$ cat src/rtl/line_buf_pkg.sv
// rtl/line_buf_pkg.sv - shared width helpers and column view type for line buffer blocks
package line_buf_pkg;

    localparam int DEF_WIDTH = 8;
    localparam int DEF_ROWS  = 3;

    // Packed column at the default geometry; slice 0 is the newest line.
    typedef logic [DEF_ROWS-1:0][DEF_WIDTH-1:0] pix_col_t;

    // Width of a counter that must be able to hold the value depth.
    function automatic int cnt_w(input int depth);
        return (depth < 1) ? 1 : $clog2(depth + 1);
    endfunction

    // Width of an address into a memory with depth entries.
    function automatic int addr_w(input int depth);
        return (depth > 1) ? $clog2(depth) : 1;
    endfunction

endpackage

$ cat src/rtl/line_ram.sv
// rtl/line_ram.sv - single-port line memory, read-before-write, registered read
module line_ram
    import line_buf_pkg::*;
#(
    parameter  int WIDTH = 8,
    parameter  int DEPTH = 6,
    localparam int AW    = addr_w(DEPTH)
) (
    input  logic             clock,
    input  logic             reset,
    input  logic             en,
    input  logic             we,
    input  logic [AW-1:0]    addr,
    input  logic [WIDTH-1:0] wdata,
    output logic [WIDTH-1:0] rdata
);

    logic [WIDTH-1:0] mem [DEPTH];

    always_ff @(posedge clock) begin
        if (en && we) begin
            mem[addr] <= wdata;
        end
    end

    always_ff @(posedge clock or negedge reset) begin
        if (!reset) begin
            rdata <= '0;
        end else if (en) begin
            rdata <= mem[addr];
        end
    end

endmodule

$ cat src/rtl/multi_line_buffer.sv
// rtl/multi_line_buffer.sv - sliding-window line buffer producing ROWS-pixel columns
module multi_line_buffer
    import line_buf_pkg::*;
#(
    parameter  int WIDTH     = 8,
    parameter  int IMG_WIDTH = 6,
    parameter  int ROWS      = 3,
    localparam int CNT_W     = cnt_w(IMG_WIDTH)
) (
    input  logic                  clock,
    input  logic                  reset,
    input  logic [WIDTH-1:0]      in_din,
    input  logic                  valid_in,
    input  logic                  in_sof,
    output logic [ROWS*WIDTH-1:0] out_dout,
    output logic                  valid_out,
    output logic [CNT_W-1:0]      out_col,
    output logic                  out_eol
);

    localparam int NL    = ROWS - 1;
    localparam int SEL_W = cnt_w(NL);
    localparam int ROW_W = cnt_w(ROWS - 1);
    localparam int AW    = addr_w(IMG_WIDTH);

    logic [CNT_W-1:0] col;
    logic [ROW_W-1:0] row;
    logic [SEL_W-1:0] wsel;
    logic [SEL_W-1:0] wsel_d;
    logic [WIDTH-1:0] din_d;
    logic [WIDTH-1:0] rd [NL];

    logic [CNT_W-1:0] eff_col;
    logic [ROW_W-1:0] eff_row;
    logic             wrap;
    logic             primed;

    // A start-of-frame pixel is treated as row 0, col 0 regardless of counter state.
    always_comb begin
        eff_col = in_sof ? '0 : col;
        eff_row = in_sof ? '0 : row;
        wrap    = (eff_col == CNT_W'(IMG_WIDTH - 1));
        primed  = (eff_row == ROW_W'(ROWS - 1));
    end

    always_ff @(posedge clock or negedge reset) begin
        if (!reset) begin
            col       <= '0;
            row       <= '0;
            wsel      <= '0;
            wsel_d    <= '0;
            din_d     <= '0;
            valid_out <= 1'b0;
            out_col   <= '0;
            out_eol   <= 1'b0;
        end else begin
            valid_out <= valid_in && primed;
            if (valid_in) begin
                din_d   <= in_din;
                wsel_d  <= wsel;
                out_col <= eff_col;
                out_eol <= wrap;
                if (wrap) begin
                    col  <= '0;
                    row  <= primed ? eff_row : eff_row + 1'b1;
                    wsel <= (wsel == SEL_W'(NL - 1)) ? '0 : wsel + 1'b1;
                end else begin
                    col  <= eff_col + 1'b1;
                    row  <= eff_row;
                end
            end
        end
    end

    // The vertical shift is done by rotating roles: the memory holding the oldest
    // line takes the incoming line, so each memory sees one write per pixel at most.
    for (genvar i = 0; i < NL; i++) begin : g_line
        line_ram #(
            .WIDTH (WIDTH),
            .DEPTH (IMG_WIDTH)
        ) u_ram (
            .clock (clock),
            .reset (reset),
            .en    (valid_in),
            .we    (wsel == SEL_W'(i)),
            .addr  (eff_col[AW-1:0]),
            .wdata (in_din),
            .rdata (rd[i])
        );
    end

    // Line of age a (1 = previous line) lives in memory i where wsel_d == (i + a) mod NL.
    always_comb begin
        out_dout = '0;
        out_dout[WIDTH-1:0] = din_d;
        for (int a = 1; a <= NL; a++) begin
            for (int i = 0; i < NL; i++) begin
                if (int'(wsel_d) == (i + a) % NL) begin
                    out_dout[a*WIDTH +: WIDTH] = rd[i];
                end
            end
        end
    end

endmodule

$ cat config.mk
export PLATFORM = sky130hd
export DESIGN_NAME = multi_line_buffer
export DESIGN_NICKNAME = d
export VERILOG_FILES = /design/src/rtl/line_buf_pkg.sv /design/src/rtl/line_ram.sv /design/src/rtl/multi_line_buffer.sv
export SDC_FILE = /design/constraint.sdc
export NUM_CORES = 1
export LEC_CHECK = 0
export BUFFER_PORTS_ARGS = -buffer_cell sky130_fd_sc_hd__buf_2
export CORE_UTILIZATION = 50
export CTS_CLUSTER_SIZE = 14
export DETAILED_ROUTE_END_ITERATION = 8
export PLACE_DENSITY = 0.68
export SLEW_MARGIN = 10
export SYNTH_ARGS = -nofsm -noshare
export SYNTH_HDL_FRONTEND = slang
export SYNTH_SLANG_ARGS = --single-unit
$ cat constraint.sdc
create_clock -name clock -period 2.5 [get_ports clock]
set_input_delay 0.25 -clock clock [delete_from_list [all_inputs] [get_ports clock]]
set_output_delay 0.25 -clock clock [all_outputs]
set_load 0.005 [all_outputs]
==> results by stage, run 1 <==
Finish:
- At the end of the flow the core is filled with cells to 61.5%.
- After the last flow step, the layout net total stands at 424.
- The area of all placed cells without fillers is 0.00643 sq mm.
- The total inserted antenna cells is 0.
- Once layout is complete, the cells apart from fillers number 561.
- The post-route netlist has 29.6% of its cells at a drive strength greater than 1.
- From synthesis to final layout, the design area changed by 17.2%.

Yosys:
- The number of nets in the synthesized netlist is between 300 and 400.
- The most instantiated library cell after synthesis is edfxtp_1.
- Summing the areas of all compound-gate instances in the mapped netlist gives slightly below 8% of the synthesized area.
- The count of unique library cells instantiated by Yosys is 42.
- In the synthesized netlist, mux cells make up between 10% and 20% of the area.
- The proportion of synthesized flip-flops having asynchronous set or reset is about 28%.
- By count the netlist is led by 96 x edfxtp_1, 38 x dfrtp_1, 35 x mux2_2.
- After synthesis, the cell types taking the most area are edfxtp_1 53%, dfrtp_1 17%, mux2_2 7.2%.
- The register bit count reported by yosys is 134.
- Summing the areas of all fa, ha and maj instances in the mapped netlist gives 0% of the synthesized area.
- The synthesized instance count is 360.
- The predominant post-synthesis flop cell is edfxtp_1.
- Sequential elements use 69.8% of the synthesized area.
- The count of synthesis-stage warnings from yosys is 0.
- After synthesis, the largest area contributor takes up between 50% and 60% of total cell area.
- The mean cell area of the mapped netlist is about 15 sq um.
- The simple-gate share of the synthesized area is 7.02%.
- Summed over all instances, the cell type with the most area after synthesis is edfxtp_1.
- The synthesized netlist occupies a cell area of 0.00549 sq mm.
- The xor/xnor cell area share of the yosys netlist is 0.160%.
- The largest family of logic cells by synthesized area is multiplexers.
- The number of enable flip-flop cells after synthesis is 96.

Global route:
- Entering global routing, the biggest net connects 39 pins.
- In the global route stage, overall resource usage came out at 21.7%.
- The number of antenna violations at the first check in global routing is 0.
- The via count of the first global-routing pass is around 3200.
- After global routing the overflow that remains totals 0.
- The first global-routing pass estimated 18100 um of wire.

Clock network:
- The clock tree synthesis step divided the H-tree into 4 levels.
- The number of buffers created by CTS is 17.
- The clock network latency to the later pin of the worst-skew pair is 520 ps.
- The clock-pin slew on the worst setup and hold paths is 60 ps.
- The buffer type at the clock tree root is clkbuf_8.
- Counting along the longest clock path gives a buffer depth of 2.
- TritonCTS built the clock tree.
- The clock sink count is 134.
- The count of instances resized after the clock tree is built is 0.

Timing:
- Setup violations remaining at the end of the flow were counted as 0.
- The clock skew is around 8.3 ps.
- The total count of max-transition violations in the final report is 0.
- The number of hold violations in the final report came to 0.
- Of the available clock period, the critical path in the final layout requires 85.2%.
- The post-route minimum period is 2130 ps.
- Setup repair after global routing left no endpoint under its margin.
- The maximum clock rate is between 400 and 500 MHz.
- The total negative setup slack is 0 ps.
- The actual transition at the worst max-transition pin is 917 ps.
- Measured against its own limit, the worst slew margin works out to 38.8%.

Power:
- The static power due to leakage is 2.42 nW.
- The overall power of the completed layout is 6.03 mW.
- For this design the ratio of total power to cell area is 937 mW/mm^2.
- The maximum ir drop on the vdd rail is 0.516 mV.

Worst setup path:
- The worst register-to-register path has a setup slack of 620 ps.
- The largest fanout on the critical path is 17.
- STA classifies the critical path startpoint as a flip-flop.
- STA classifies the critical path endpoint as a primary output.
- The critical path in this run is classified as flip-flop to primary output.
- The critical path data arrival time is 1880 ps.
- Data on the critical path is required at its endpoint by 2250 ps.

Drt:
- The detailed router placed 3202 vias in this run.
- The DRC marker count from the first detailed-route iteration is 225.
- The total wire length after detailed routing is 11300 um.
- The routed length per instance is about 20 um.
- After detailed routing, the number of remaining DRC violations is 0.
- The count of nets left with antenna violations once routing finished came out at 0.
- The number of detailed-routing iterations run before antenna repair is 5.
- The average vias per placed instance is between 5 and 6.

Placement:
- The placed cell count is 528.
- After legalization and detailed placement, the total HPWL measured about 7000 um.
- Port buffering added 40 buffers.
- In this run the cell area measured after placement is 0.00583 sq mm.
- Routability-driven placement finished with a final weighted congestion of 0.782.

Floorplanning:
- The floorplan step set the die width to approximately 110 um.
- The initialized floorplan defines 37 standard-cell rows.
- The floorplan step defined a die boundary enclosing 0.0114 sq mm.
- Measured along the y axis, the die boundary spans 107 um.
- For this configuration, the core starts out at a cell density of 52.5%.
- The count of pins on the block boundary is roughly 40.
- The area of the core is 0.0105 sq mm.

Flow run:
- The tool flagged a number of max-cap violations equal to 0.

Min path:
- The min-delay analysis places its worst path in the category primary input to flip-flop.

Status:
- The run finished with clean final reports.
-- critical path, cell delays in order (launching register included) --
cell and delay, ps:
dfrtp_1 870, mux2i_1 290, nor2_1 50, buf_2 140
-- logic make-up (layout without fill, tap and decap cells) --
family | Yosys count | count (layout)
mux | 61 | 61
xor+xnor | 1 | 1
compound gates | 61 | 61
flops | 134 | 134
buf+inv | 27 | 92
simple gates | 76 | 76
-- cell usage in the layout (no fill, tap or decap), types with 3 or more instances in the layout --
master and instances:
a22oi_1 14, a31oi_1 14, buf_2 40, buf_4 17
clkbuf_16 19, clkinv_2 3, clkinv_4 3, dfrtp_1 38
edfxtp_1 96, mux2_1 9, mux2_2 35, mux2i_1 17
nand2_1 20, nand2b_1 5, nand3b_1 5, nor2_1 28
nor2b_1 4, nor3b_1 3, o22ai_1 16, o2bb2ai_1 3
-- final timing paths --
path / from / depth (start not counted) / endpoint
min: in_din[4] / 1 / g_line[1].u_ram.mem[1][4]
min in group asynchronous: reset / 2 / out_col[0]
max reg2reg: col[1] / 4 / g_line[1].u_ram.rdata[5]
min reg2reg: out_eol / 1 / out_eol
max: wsel_d[0] / 3 / out_dout[17]
max in group asynchronous: reset / 2 / g_line[0].u_ram.rdata[4]
-- sequential cells by signal, summed over array words and instances, names as in the netlist --
signal / cells
g_line.u_ram.mem: 96
g_line.u_ram.rdata: 16
din_d: 8
col: 3
out_col: 3
row: 2
wsel: 2
wsel_d: 2
out_eol: 1
valid_out: 1
-- timing repair --
item | 4_1_cts | 5_1_grt
endpoints found under the hold margin | 38 | 0
setup buffers | 0 | 0
hold buffers | 1 | 0
-- report_power, final --
part	total (mW)	leakage, nW	internal [mW]	switching [mW]
Clock	2.43	0.294	1.53	0.904
Sequential	2.75	1.33	2.57	0.171
Combinational	0.852	0.799	0.418	0.433
Total	6.03	2.42	4.52	1.51
-- per-layer routing --
metal	wire, um	GRT usage (%)	up-vias
met2	5180	31.6	112
met3	617	4.38	20
li1	-	-	1477
met1	5220	32.0	1593
met4	243	9.20	0
met5	0	0	-
-- per-stage QoR --
stage	hold slack, ps	worst slack, ps
floorplan	-45.6	466
global placement	430	701
detailed placement	434	677
CTS	94.5	340
global route	98.6	224
finish	103	371
-- cell type report --
class                   instances  area [sq um]
clock buffers                  23           510
clock inverters                 9          87.6
fillers                       804          4030
inverters                       2          7.51
multi-input cells             199          1490
flip-flops and latches        134          3830
well taps                     136           170
repair buffers                 58           338
Power figures use the tool's default switching activity.
==> run 2: changes to the inputs <==
--- a/config.mk
+++ b/config.mk
@@ -9,6 +9,7 @@
 export CORE_UTILIZATION = 50
 export CTS_CLUSTER_SIZE = 14
 export DETAILED_ROUTE_END_ITERATION = 8
+export GPL_TIMING_DRIVEN = 0
 export PLACE_DENSITY = 0.68
 export SLEW_MARGIN = 10
 export SYNTH_ARGS = -nofsm -noshare
==> results by stage, run 2 (synthesis gave the netlist of run 1 again) <==
Finish:
- The fraction of layout instances using a drive strength above 1 is between 30 and 40%.
- The library cell used most frequently in the layout, excluding fill and tap cells, is edfxtp_1.
- Counting flops per register, the top entry is g_line.u_ram.mem.
- The number of fillers in the final layout is between 700 and 800.
- In the final layout, the registers with the most flip-flops are g_line.u_ram.mem (96), g_line.u_ram.rdata (16), din_d (8).
- The area occupied by multi-input gates is 0.00150 sq mm.
- The area overhead of the layout relative to synthesis is 18.6%.
- The area of all placed cells without fillers is 0.00651 sq mm.
- The total inserted antenna cells is 0.
- Summing all flip-flop and latch instances after layout gives around 0.0038 sq mm.
- The layout net count is 433.
- The number of flip-flops in the largest register is 96.
- The library cells used most frequently in the layout, excluding fill and tap cells, are 96 x edfxtp_1, 49 x buf_2, 38 x dfrtp_1.

Floorplanning:
- The total die area is 0.0114 sq mm.
- The starting density of the core is 52.5%.
- The die span in x is roughly 110 um.
- The count of pins on the block boundary is 41.
- The area of the core is 0.0105 sq mm.
- The total number of placement rows is 37.
- From bottom edge to top edge, the die measures 107 um.

Timing:
- Between clock sinks in the finished design, the worst skew comes to 7.20 ps.
- The hold slack is 104 ps.
- The remaining max-slew budget at the tightest pin is 38.2%.
- Counting I/O delays and the setup requirement, the final critical path takes ~2100 ps.
- Setup repair after global routing left no endpoint under its margin.
- The total count of max-transition violations in the final report is 0.
- The number of hold violations in the final report came to 0.
- Timing would allow up to 465 MHz.
- The actual transition at the worst max-transition pin is 927 ps.
- The post-route clock period utilization is 85.9%.
- The setup violation total in the final timing report is 0.

Drt:
- Once detail routing completed, the nets flagged for antenna violations numbered 0.
- After detailed routing, the number of remaining DRC violations is 0.
- The via count of the routed design is about 3200.
- The total wire length after detailed routing is ~11000 um.
- For this block, the initial DRC count from the detailed router was 249.
- The average vias per placed instance is around 5.6.
- The routed length per instance is 20.2 um.
- The number of detailed-routing iterations run before antenna repair is 4.

Status:
- The flow ran to the end, and the final reports show no timing, DRC or antenna violations.

Worst setup path:
- Along the worst path, the maximum fanout reaches 8.
- The largest single stage delay on the critical path is around 670 ps.
- The nature of the critical path startpoint is a flip-flop.
- Walking the worst path, the cells encountered are nor3b_1, nand2_1, nor2_1.
- The critical path data arrival time is 2300 ps.
- The critical-path cell with the highest stage delay is nor2_1.
- The class of the most critical setup path is flip-flop to flip-flop.
- The kind of end point of the critical path is a flip-flop.
- Data on the critical path is required at its endpoint by 2650 ps.

Min path:
- The class of the tightest hold or removal check is primary input to flip-flop.

Global route:
- The overall fraction of global-route tracks in use is 22.8%.
- Summed over all layers, the global routing overflow is 0.
- The via count of the first global-routing pass came to roughly 3200.
- The number of antenna violations at the first check in global routing is 0.
- The wire length of the first global-routing pass is between 15000 and 20000 um.
- Entering global routing, the biggest net connects 39 pins.

Clock network:
- The number of setup buffers added after CTS is 0.
- The clock-pin slew on the worst setup and hold paths is 60 ps.
- TritonCTS built the clock tree.
- The longest clock path from root to sink contains 2 buffers.
- CTS built an H-tree with a depth of 4.
- The cell sitting at the root of the clock tree is a clkbuf_8.
- The number of buffers created by CTS is 17.
- The clock net in this run drives a total of 134 sinks.
- The clock network latency to the later pin of the worst-skew pair is around 520 ps.

Power:
- The net load switching power is 1.52 mW.
- The maximum ir drop on the vdd rail is 0.472 mV.
- The power density relative to cell area is 953 mW/mm^2.
- Net switching is 24.6% of the power.
- The relative contribution of sequential cells to total power is 43.4%.
- The internal power of the cells totals 4.68 mW.
- Per report_power, the clock group accounts for 41.4% of the total.
- The static power due to leakage is 2.44 nW.
- The combinational fraction of design power is 15.1%.

Placement:
- The final HPWL from detailed placement is 7600 um.
- The number of port buffers is 40.
- Routability-driven placement finished with a final weighted congestion of 0.824.
- The total cell area at the placement stage is 0.00587 sq mm.

Flow run:
- The max capacitance violation total is 0.
-- run 2: path summary, 6_finish.rpt --
| path | depth (start not counted) | to | slack [ps] | startpoint |
|---|---|---|---|---|
| setup / recovery | 3 | g_line[0].u_ram.mem[2][6] | 350 | wsel[0] |
| setup reg to reg | 3 | g_line[0].u_ram.mem[2][6] | 350 | wsel[0] |
| hold / removal | 1 | g_line[1].u_ram.mem[5][1] | 100 | in_din[1] |
| max in group asynchronous | 2 | g_line[0].u_ram.rdata[4] | 1510 | reset |
| hold reg to reg | 1 | out_eol | 490 | out_eol |
| min in group asynchronous | 2 | din_d[0] | 410 | reset |
-- run 2: area by class of cell --
type,instances,share of cell area (%)
buffer,25,2.48
clock buffer,19,6.79
clock inverter,13,2.73
inverter,2,0.115
multi-input combinational,199,23.0
sequential,134,58.9
tap,136,2.61
timing repair buffer,42,3.34
-- run 2: routing by layer --
| layer | track usage (%) | part of all wire (%) | vias to the layer above |
|---|---|---|---|
| li1 | - | - | 1485 |
| met4 | 10.8 | 1.9 | 0 |
| met2 | 33.7 | 47 | 123 |
| met3 | 4.98 | 5.4 | 21 |
| met5 | 0 | 0 | - |
| met1 | 32.4 | 46 | 1590 |
-- run 2: power by group through the flow --
stage	Sequential (mW)	Combinational [mW]	Clock, mW
after floorplan	2.70	0.629	0
after CTS	2.69	0.945	2.60
after global routing	2.71	1.04	2.69
final	2.69	0.939	2.57
after detailed placement	2.73	0.941	0
after global placement	2.73	0.920	0
-- run 2: worst max-delay path: cells and delay by family (launching register included) --
kind,cells,cell delay (ps)
AND/OR/NAND/NOR,3,1330
flip-flops,1,440
-- run 2: through the flow --
step	TNS [ps]	setup WS (ps)	utilization, %	power, mW	cells
final	0	351	62.2	6.20	570
after global routing	0	171	62.2	6.45	570
after CTS	0	84.8	62.2	6.23	570
after detailed placement	-419	-52.7	56.1	3.68	537
after global placement	-2890	-356	56.0	3.65	536
after floorplan	0	466	-	3.33	360
-- run 2: timing repair --
action                                 in CTS  in global routing
hold buffers                                1                  0
endpoints found under the hold margin      38                  0
resized for setup                           0                  0
==> run 3: changes to the inputs <==
--- a/config.mk
+++ b/config.mk
@@ -6,6 +6,7 @@
 export NUM_CORES = 1
 export LEC_CHECK = 0
 export BUFFER_PORTS_ARGS = -buffer_cell sky130_fd_sc_hd__buf_2
+export CORE_MARGIN = 2
 export CORE_UTILIZATION = 50
 export CTS_CLUSTER_SIZE = 14
 export DETAILED_ROUTE_END_ITERATION = 8
==> results by stage, run 3 (synthesis gave the netlist of run 1 again) <==
Finish:
- The fraction of layout instances using a drive strength above 1 is 30.0%.
- The area growth from synthesis to layout is 19.1%.
- Fill cells in the final layout number 801.
- The final layout contains 433 nets.
- In the layout the commonest cells are 96 x edfxtp_1, 49 x buf_2, 38 x dfrtp_1.
- The total inserted antenna cells is 0.
- The most common library cell in the layout ignoring fill and taps is edfxtp_1.
- The register with the most flip-flops in the layout has 96 of them.
- In the final layout, the registers with the most flip-flops are g_line.u_ram.mem (96), g_line.u_ram.rdata (16), din_d (8).
- The register ranked first by flip-flop count is g_line.u_ram.mem.

Timing:
- The remaining max-slew budget at the tightest pin is 16.0%.
- The setup violation total in the final timing report is 0.
- Static timing analysis puts the maximum clock frequency at between 400 and 500 MHz.
- The clock skew is 7.55 ps.
- Dividing the final minimum period by the clock period gives 92.8%.
- The number of hold violations in the final report was 0.
- Setup repair after global routing left no endpoint under its margin.
- The hold slack is 104 ps.
- At the pin with the least slew margin, the transition time is 1250 ps.
- The post-route minimum period is 2320 ps.
- The total count of max-transition violations in the final report was 0.

Min path:
- The hold path depth is 1.
- The class of the tightest hold or removal check is primary input to flip-flop.

Placement:
- The number of port buffers is 40.
- Routability-driven placement finished with a final weighted congestion of a little under 0.8.
- Detailed placement ended at an HPWL of 7710 um.

Worst setup path:
- The worst reg-to-reg path cell count is 3.
- The nature of the critical path startpoint is a flip-flop.
- The required arrival time at the worst endpoint is 2630 ps.
- The cell type group with the largest total delay on the critical path is simple AND/OR/NAND/NOR gates.
- The slowest stage of the critical path is the nor3_1 cell.
- The worst setup path is of the flip-flop to flip-flop kind.
- The signal on the critical path passes through nor3b_1, nand3b_1, nor3_1.
- The critical path contains buffers and inverters numbering 0 combined.
- The kind of end point of the critical path is a flip-flop.
- The critical path data arrival time is 2450 ps.
- On the worst path, the slowest cell contributes a delay of approximately 970 ps.
- Along the worst path, the maximum fanout reaches 8.
- The number of gates on the worst path with buffers counted is 3.

Floorplanning:
- After floorplanning, the core was divided into 38 placement rows.
- The die covers 0.0118 sq mm.
- The initial utilization of the core area, before any placement, comes to 50.9%.
- The count of pins on the block boundary is 41.
- Measured along the y axis, the die boundary spans approximately 110 um.
- The die span in x is 109 um.
- The total area inside the core boundary comes to between 0.01 and 0.015 sq mm.

Drt:
- In the final routed layout, each cell accounts on average for 20.9 um.
- The detail route stage leaves a number of antenna-violating nets equal to 0.
- The first detailed-routing pass ran for 5 iterations.
- Detailed routing inserted a total of ~3200 vias.
- For this run, design rule violations remaining after detail routing come to 0.
- In the routed layout, each cell is associated on average with a via count of 5.63.
- The DRC marker count from the first detailed-route iteration is 241.
- Summed over all layers, the routed wires come to ~12000 um.

Global route:
- The wire length of the first global-routing pass is around 18000 um.
- Global routing consumed, over all layers together, between 20% and 30% of the routing resources.
- The total overflow left after global routing is 0.
- The via count of the first global-routing pass is 3212.
- The number of antenna violations at the first check in global routing is 0.
- Entering global routing, the biggest net connects 39 pins.

Clock network:
- The CTS H-tree depth is 4.
- The clock-pin slew on the worst setup and hold paths is 60 ps.
- CTS saw 134 sinks.
- The buffer type at the clock tree root is clkbuf_8.
- The number of buffers on the longest clock path is 2.
- TritonCTS built the clock tree.
- Buffers inserted during clock tree synthesis total 17.
- The clock network latency to the later pin of the worst-skew pair is 520 ps.

Status:
- The run finished with clean final reports.

Power:
- Summing internal, switching and leakage power gives 6.33 mW.
- In this run the static leakage power is 2.44 nW.
- The power density relative to cell area is 968 mW/mm^2.
- The worst-case IR drop observed on VDD is approximately 0.5 mV.

Flow run:
- The tool flagged a number of max-cap violations equal to 0.
run 3: timing repair:
action                                 4_1_cts  5_1_grt
resized for setup                            0        0
endpoints found under the hold margin       38        0
setup endpoints to repair                    0        0
hold buffers                                 1        0
buffers inserted                             0        0
run 3: area by class of cell:
cell class	count	area (sq um)	share of cell area, %
clock inverter	11	198	3.02
multi-input combinational	199	1490	22.9
tap	140	175	2.68
sequential	134	3830	58.7
buffer	25	161	2.47
timing repair buffer	42	218	3.33
inverter	2	7.51	0.115
clock buffer	21	449	6.87
run 3: metrics by stage:
stage	TNS (ps)	instance area (sq um)	util, %	cells	setup slack [ps]
4_1_cts	0	6540	60.6	574	181
2_1_floorplan	0	5490	-	360	466
3_5_place_dp	0	5880	54.5	541	50.7
5_1_grt	0	6540	60.6	574	38.6
6_report	0	6540	60.6	574	180
3_3_place_gp	-3180	5870	54.3	540	-398
run 3: path summary, 6_finish.rpt:
kind                            from                         to  slack, ps
setup reg to reg             wsel[0]  g_line[0].u_ram.mem[4][4]        180
min in group asynchronous      reset                   din_d[7]        420
setup / recovery             wsel[0]  g_line[0].u_ram.mem[4][4]        180
hold reg to reg              out_eol                    out_eol        480
max in group asynchronous      reset                   din_d[5]       1470
hold / removal             in_din[4]  g_line[0].u_ram.mem[1][4]        100
run 3: power by group:
group | switching, mW | total (mW) | internal [mW]
Combinational | 0.519 | 0.955 | 0.436
Sequential | 0.113 | 2.69 | 2.58
Clock | 0.905 | 2.68 | 1.78
Total | 1.54 | 6.33 | 4.79
run 3: metal layers:
metal  track usage (%)  up-vias  wire length, um
met3              5.26       18              600
met4              8.70        0              177
met2              35.3      105             5880
met5                 0        -                0
li1                  -     1494                -
met1              29.4     1614             5330
